`src/rtl/range_limited_pkg.sv`:
```
// Shared types and constants for the range-limited pipeline front end.
// A record is three fp32 coordinates tagged with a demux destination.
package range_limited_pkg;

    localparam int DATA_WIDTH       = 96;
    localparam int SEL_WIDTH        = 7;
    localparam int NUM_OUTPUT_PORTS = 128;
    localparam int NUM_ACTIVE_PORTS = 100;

    typedef struct packed {
        logic [31:0] x;
        logic [31:0] y;
        logic [31:0] z;
    } particle_t;

    typedef logic [SEL_WIDTH-1:0] dest_t;

    typedef struct packed {
        dest_t     dest;
        particle_t rec;
    } fifo_entry_t;

    // Ports at or above the populated range have nothing attached.
    function automatic logic dest_is_legal(input dest_t d);
        return d < dest_t'(NUM_ACTIVE_PORTS);
    endfunction

endpackage

```
`src/rtl/dispatch_fifo_mem.sv`:
```
// Storage for the dispatch FIFO: synchronous write, asynchronous read.
// No reset: stale contents are never visible because occupancy is tracked outside.
module dispatch_fifo_mem #(
    parameter int DEPTH = 16,
    parameter int AW    = 4,
    parameter int W     = 103
) (
    input  logic          clk,
    input  logic          i_we,
    input  logic [AW-1:0] i_waddr,
    input  logic [W-1:0]  i_wdata,
    input  logic [AW-1:0] i_raddr,
    output logic [W-1:0]  o_rdata
);

    logic [W-1:0] r_mem [DEPTH];

    always_ff @(posedge clk) begin
        if (i_we) r_mem[i_waddr] <= i_wdata;
    end

    assign o_rdata = r_mem[i_raddr];

endmodule

```
`src/rtl/demux_dispatch_buffer.sv`:
```
// Buffers tagged particle records and feeds the backpressure-free demux tree
// one registered record per cycle, dropping and counting unpopulated destinations.
module demux_dispatch_buffer
    import range_limited_pkg::*;
#(
    parameter int FIFO_DEPTH      = 16,
    parameter int FIFO_ADDR_WIDTH = 4
) (
    input  logic                     clk,
    input  logic                     rst,
    input  logic [DATA_WIDTH-1:0]    in_data,
    input  logic [SEL_WIDTH-1:0]     in_dest,
    input  logic                     in_valid,
    output logic                     in_ready,
    input  logic                     in_hold,
    output logic [DATA_WIDTH-1:0]    out_data,
    output logic [SEL_WIDTH-1:0]     out_sel,
    output logic                     out_valid,
    output logic [FIFO_ADDR_WIDTH:0] out_count,
    output logic [15:0]              out_drop_cnt
);

    localparam logic [FIFO_ADDR_WIDTH:0] FULL_COUNT = (FIFO_ADDR_WIDTH+1)'(FIFO_DEPTH);
    localparam int ENTRY_W = $bits(fifo_entry_t);

    logic [FIFO_ADDR_WIDTH-1:0] r_wr_ptr;
    logic [FIFO_ADDR_WIDTH-1:0] r_rd_ptr;
    logic [FIFO_ADDR_WIDTH:0]   r_count;
    logic [DATA_WIDTH-1:0]      r_out_data;
    logic [SEL_WIDTH-1:0]       r_out_sel;
    logic                       r_out_valid;
    logic [15:0]                r_drop_cnt;

    fifo_entry_t w_wr_entry;
    fifo_entry_t w_head;
    logic        w_push;
    logic        w_pop;
    logic        w_legal;

    // Full is judged from occupancy alone, so a same-cycle pop never frees a slot.
    assign in_ready = (r_count != FULL_COUNT);
    assign w_push   = in_valid && in_ready;
    assign w_pop    = (r_count != '0) && !in_hold;
    assign w_legal  = dest_is_legal(w_head.dest);

    assign w_wr_entry.dest = in_dest;
    assign w_wr_entry.rec  = in_data;

    dispatch_fifo_mem #(
        .DEPTH (FIFO_DEPTH),
        .AW    (FIFO_ADDR_WIDTH),
        .W     (ENTRY_W)
    ) u_mem (
        .clk     (clk),
        .i_we    (w_push),
        .i_waddr (r_wr_ptr),
        .i_wdata (w_wr_entry),
        .i_raddr (r_rd_ptr),
        .o_rdata (w_head)
    );

    always_ff @(posedge clk or negedge rst) begin
        if (!rst) begin
            r_wr_ptr <= '0;
            r_rd_ptr <= '0;
            r_count  <= '0;
        end else begin
            if (w_push) r_wr_ptr <= r_wr_ptr + 1'b1;
            if (w_pop)  r_rd_ptr <= r_rd_ptr + 1'b1;
            case ({w_push, w_pop})
                2'b10:   r_count <= r_count + 1'b1;
                2'b01:   r_count <= r_count - 1'b1;
                default: r_count <= r_count;
            endcase
        end
    end

    // Illegal heads are consumed silently; data/sel keep the last legal record.
    always_ff @(posedge clk or negedge rst) begin
        if (!rst) begin
            r_out_data  <= '0;
            r_out_sel   <= '0;
            r_out_valid <= 1'b0;
            r_drop_cnt  <= '0;
        end else begin
            r_out_valid <= w_pop && w_legal;
            if (w_pop && w_legal) begin
                r_out_data <= w_head.rec;
                r_out_sel  <= w_head.dest;
            end
            if (w_pop && !w_legal && (r_drop_cnt != 16'hFFFF))
                r_drop_cnt <= r_drop_cnt + 16'd1;
        end
    end

    assign out_data     = r_out_data;
    assign out_sel      = r_out_sel;
    assign out_valid    = r_out_valid;
    assign out_count    = r_count;
    assign out_drop_cnt = r_drop_cnt;

endmodule

```
`config.mk`:
```
export PLATFORM = sky130hd
export DESIGN_NAME = demux_dispatch_buffer
export DESIGN_NICKNAME = d
export VERILOG_FILES = /design/src/rtl/range_limited_pkg.sv /design/src/rtl/dispatch_fifo_mem.sv /design/src/rtl/demux_dispatch_buffer.sv
export SDC_FILE = /design/constraint.sdc
export NUM_CORES = 2
export LEC_CHECK = 0
export CAP_MARGIN = 20
export CORE_MARGIN = 2
export CORE_UTILIZATION = 30
export CTS_BUF_LIST = sky130_fd_sc_hd__clkbuf_16
export DETAILED_ROUTE_END_ITERATION = 16
export PLACE_DENSITY = 0.52
export RECOVER_POWER = 25
export SYNTH_ARGS = -nofsm -noshare
export SYNTH_HDL_FRONTEND = slang
export SYNTH_HIERARCHICAL = 1
export SYNTH_SLANG_ARGS = --single-unit
export TNS_END_PERCENT = 100
```
`constraint.sdc`:
```
create_clock -name clk -period 11.2 [get_ports clk]
set_clock_uncertainty 0.05 [all_clocks]
set_input_delay 1.12 -clock clk [delete_from_list [all_inputs] [get_ports clk]]
set_output_delay 1.12 -clock clk [all_outputs]
set_load 0.005 [all_outputs]
```
==> results.sh <==
export IMPL_status="finished with violations"
export IMPL_violations="max-capacitance violations, max-slew violations"
export IMPL_wl_per_cell_um=26.88
export IMPL_use_met3_pct=3.197
export IMPL_critPathKind="flip-flop to flip-flop"
export IMPL_antenna_left=0
export IMPL_first_pass_iters=4
export IMPL_r2r_end="out_data[86]"
export IMPL_multiInputGateArea_sq_um=13560
export IMPL_grt_busiest_layer="met2"
export IMPL_ys_async_sr_fraction_pct=7.468
export IMPL_clock_latency_ps=840
export IMPL_synthSimpleGateAreaFrac_pct=1.132
export IMPL_final_hold_viol_count=0
export IMPL_path_clk_slew_ps=60
export IMPL_synthXorXnorAreaFrac_pct=0.3129
export IMPL_maxCapViolations=1
export IMPL_cts_setup_buffers=0
export IMPL_yosysWarnings=6
export IMPL_wirelength_um=171000
export IMPL_syn_cell_area_sq_um=67170
export IMPL_cp_end_kind="flip-flop"
export IMPL_final_nets=3330
export IMPL_p_total_w=0.02058
export IMPL_post_cts_resize_count=0
export IMPL_whs_endpoint="out_drop_cnt[14]"
export IMPL_cts_sinks=1781
export IMPL_synth_cells=2886
export IMPL_r2r_start="r_rd_ptr[0]"
export IMPL_dpl_hpwl_um=84870
export IMPL_final_common_cell="edfxtp_1"
export IMPL_fin_util_pct=35.63
export IMPL_slowest_delay_ps=910
export IMPL_critPathRequiredTime_ps=11810
export IMPL_powerDensity_nw_per_um2=259.6
export IMPL_cts_root_buf="clkbuf_16"
export IMPL_stdcell_area_sq_um=79280
export IMPL_setup_violations=0
export IMPL_place_congestion=0.6933
export IMPL_arrival_ps=6140
export IMPL_io_buffers=232
export IMPL_pre_cts_slack_ps=5432
export IMPL_vias=30986
export IMPL_gr_usage_met2_pct=22.81
export IMPL_h_tree_depth=4
export IMPL_die_x_um=477.2
export IMPL_io_pins=233
export IMPL_core_sq_um=222500
export IMPL_grt_overflow=0
export IMPL_drtIter0Drc=2577
export IMPL_antenna_found_initial=53
export IMPL_via_per_inst=4.871
export IMPL_grt_max_degree=151
export IMPL_synth_nets=3001
export IMPL_grt_pass1_vias=32248
export IMPL_cts_hold_buffers=0
export IMPL_cts_max_path_buffers=3
export IMPL_synth_edf_count=1648
export IMPL_fmax_mhz=180.8
export IMPL_synth_fa_ha_area_share_pct=0.1602
export IMPL_cts_tree="done"
export IMPL_die_area_sq_um=227700
export IMPL_seq_area_sq_um=52820
export IMPL_ys_ff_latch=1781
export IMPL_fin_crit_sh_pct=49.39
export IMPL_drc=0
export IMPL_seq_area_frac_synth_pct=78.62
export IMPL_synth_top_family_by_area="multiplexers"
export IMPL_synth_compound_area_share_pct=2.462
export IMPL_hold_path_class="flip-flop to flip-flop"
export IMPL_p_leak_nw=25.31
export IMPL_synth_cell_type_count=41
export IMPL_slew_violations=59
export IMPL_cp_start_kind="flip-flop"
export IMPL_numCtsBuffers=185
export IMPL_start_util_pct=30.19
export IMPL_place_area_sq_um=73050
export IMPL_use_met1_pct=21.67
export IMPL_path_cells="buf_4 -> mux4_2 -> a22oi_1 -> nand2_1 -> o311a_1 -> nor2_4 -> buf_4 -> buf_4 -> mux2_2"
export IMPL_worst_pin_slew_ps=3819
export IMPL_drive_above_1_share_pct=25.95
export IMPL_path_common_cell="buf_4"
export IMPL_fin_ws_ps=5668
export IMPL_hold_depth=1
export IMPL_fillCellCount=20572
export IMPL_synth_mux_area_share_pct=15.91
export IMPL_reg2reg_setup_slack_ps=5670
export IMPL_track_usage_pct=14.82
export IMPL_period_minus_slack_ps=5532
export IMPL_rows=173
export IMPL_slowest_stage="dfrtp_4"
export IMPL_syn_to_final_growth_pct=18.02
export IMPL_grt_pass1_wl_um=244300
export IMPL_avgSynthCellArea_sq_um=23.28
export IMPL_hold_start="out_drop_cnt[14]"
export IMPL_max_vdd_ir_drop_mv=0.2135
export IMPL_worst_path_max_fanout=45
export IMPL_rsz0062_at_grt="no"
export IMPL_die_height_um=477.2
export IMPL_timing_slew_headroom_pct=-154.6
export IMPL_synth_ff_type="edfxtp_1"
export IMPL_setup_tns_ps=0
export IMPL_worst_r2r_cell_count=9
export IMPL_final_cell_mix="edfxtp_1 (1648), mux4_2 (412), a22oi_1 (206)"
kinds of logic (layout without fill, tap and decap cells):
group / after synthesis / after routing
xor gates and xnor gates: 24 / 24
muxes: 517 / 517
AOI/OAI and AO/OA: 220 / 220
buffers and inverters: 161 / 654
and+or+nand+nor: 175 / 175
DFF: 1781 / 1781
adders and majority gates: 8 / 8
other: 0 / 7
routing by layer:
metal  vias to the layer above  wire length, um
li1                      12906                -
met1                     16978            80640
met2                       825            78260
met3                       247             9241
met4                        30             2650
met5                         -              182
cells in the mapped netlist, types with 9 or more instances:
library cell  count  area share, %
edfxtp_1       1648             74
buf_6            33           0.55
nand2_1         119           0.66
mux4_2          412             14
buf_4            17           0.19
mux2_2           44           0.74
nor2_1           17          0.095
dfrtp_1         133            5.0
a22oi_1         206            2.3
buf_1            27           0.15
clkbuf_1         55           0.31
xnor2_1          17           0.22
buf_2            20           0.15
inv_1             9          0.050
mux2_4           60            1.3
critical path: cells and delay by family, from the launching register on:
family	cells	cell delay, ps
compound gates	2	410
buf+inv	3	2170
mux	2	1010
simple gates	2	790
flops	1	910
layout make-up:
class | count | area share, %
Tap cell | 2975 | 4.695
Antenna cell | 7 | 0.02209
Clock inverter | 165 | 1.951
Sequential cell | 1781 | 66.63
Clock buffer | 186 | 5.871
Timing Repair Buffer | 294 | 3.691
Inverter | 9 | 0.04261
Multi-Input combinational cell | 944 | 17.10
power by group:
| group | switching [W] | total, W | internal [W] |
|---|---|---|---|
| registers | 0.000405 | 0.00860 | 0.00819 |
| clock network | 0.00265 | 0.00615 | 0.00350 |
| logic | 0.00312 | 0.00583 | 0.00272 |
| total | 0.00617 | 0.0206 | 0.0144 |
worst max path at each step:
stage	endpoint	slack, ps	cells after the start	startpoint
2_1_floorplan	u_mem/r_mem[0][0]	1500	4	in_valid
3_3_place_gp	out_data[80]	5490	9	r_rd_ptr[0]
3_5_place_dp	out_data[73]	5430	9	r_rd_ptr[0]
4_1_cts	out_data[86]	5400	9	r_rd_ptr[0]
5_1_grt	out_data[86]	5240	9	r_rd_ptr[0]
6_report	out_data[86]	5670	9	r_rd_ptr[0]
sequential cells by signal, summed over array words and instances, names as in the netlist:
register	cells
out_data	96
out_drop_cnt	16
out_sel	7
r_rd_ptr	4
r_wr_ptr	4
out_count	5
out_valid	1
u_mem/r_mem	1648
per-stage QoR:
stage | hold slack (ps) | std cells
floorplan | 430.6 | 2886
global placement | 438.8 | 6002
detailed placement | 441.4 | 6002
CTS | 206.6 | 6353
global route | 465.4 | 6354
finish | 448.2 | 6361
(Power assumes the default switching activity.)
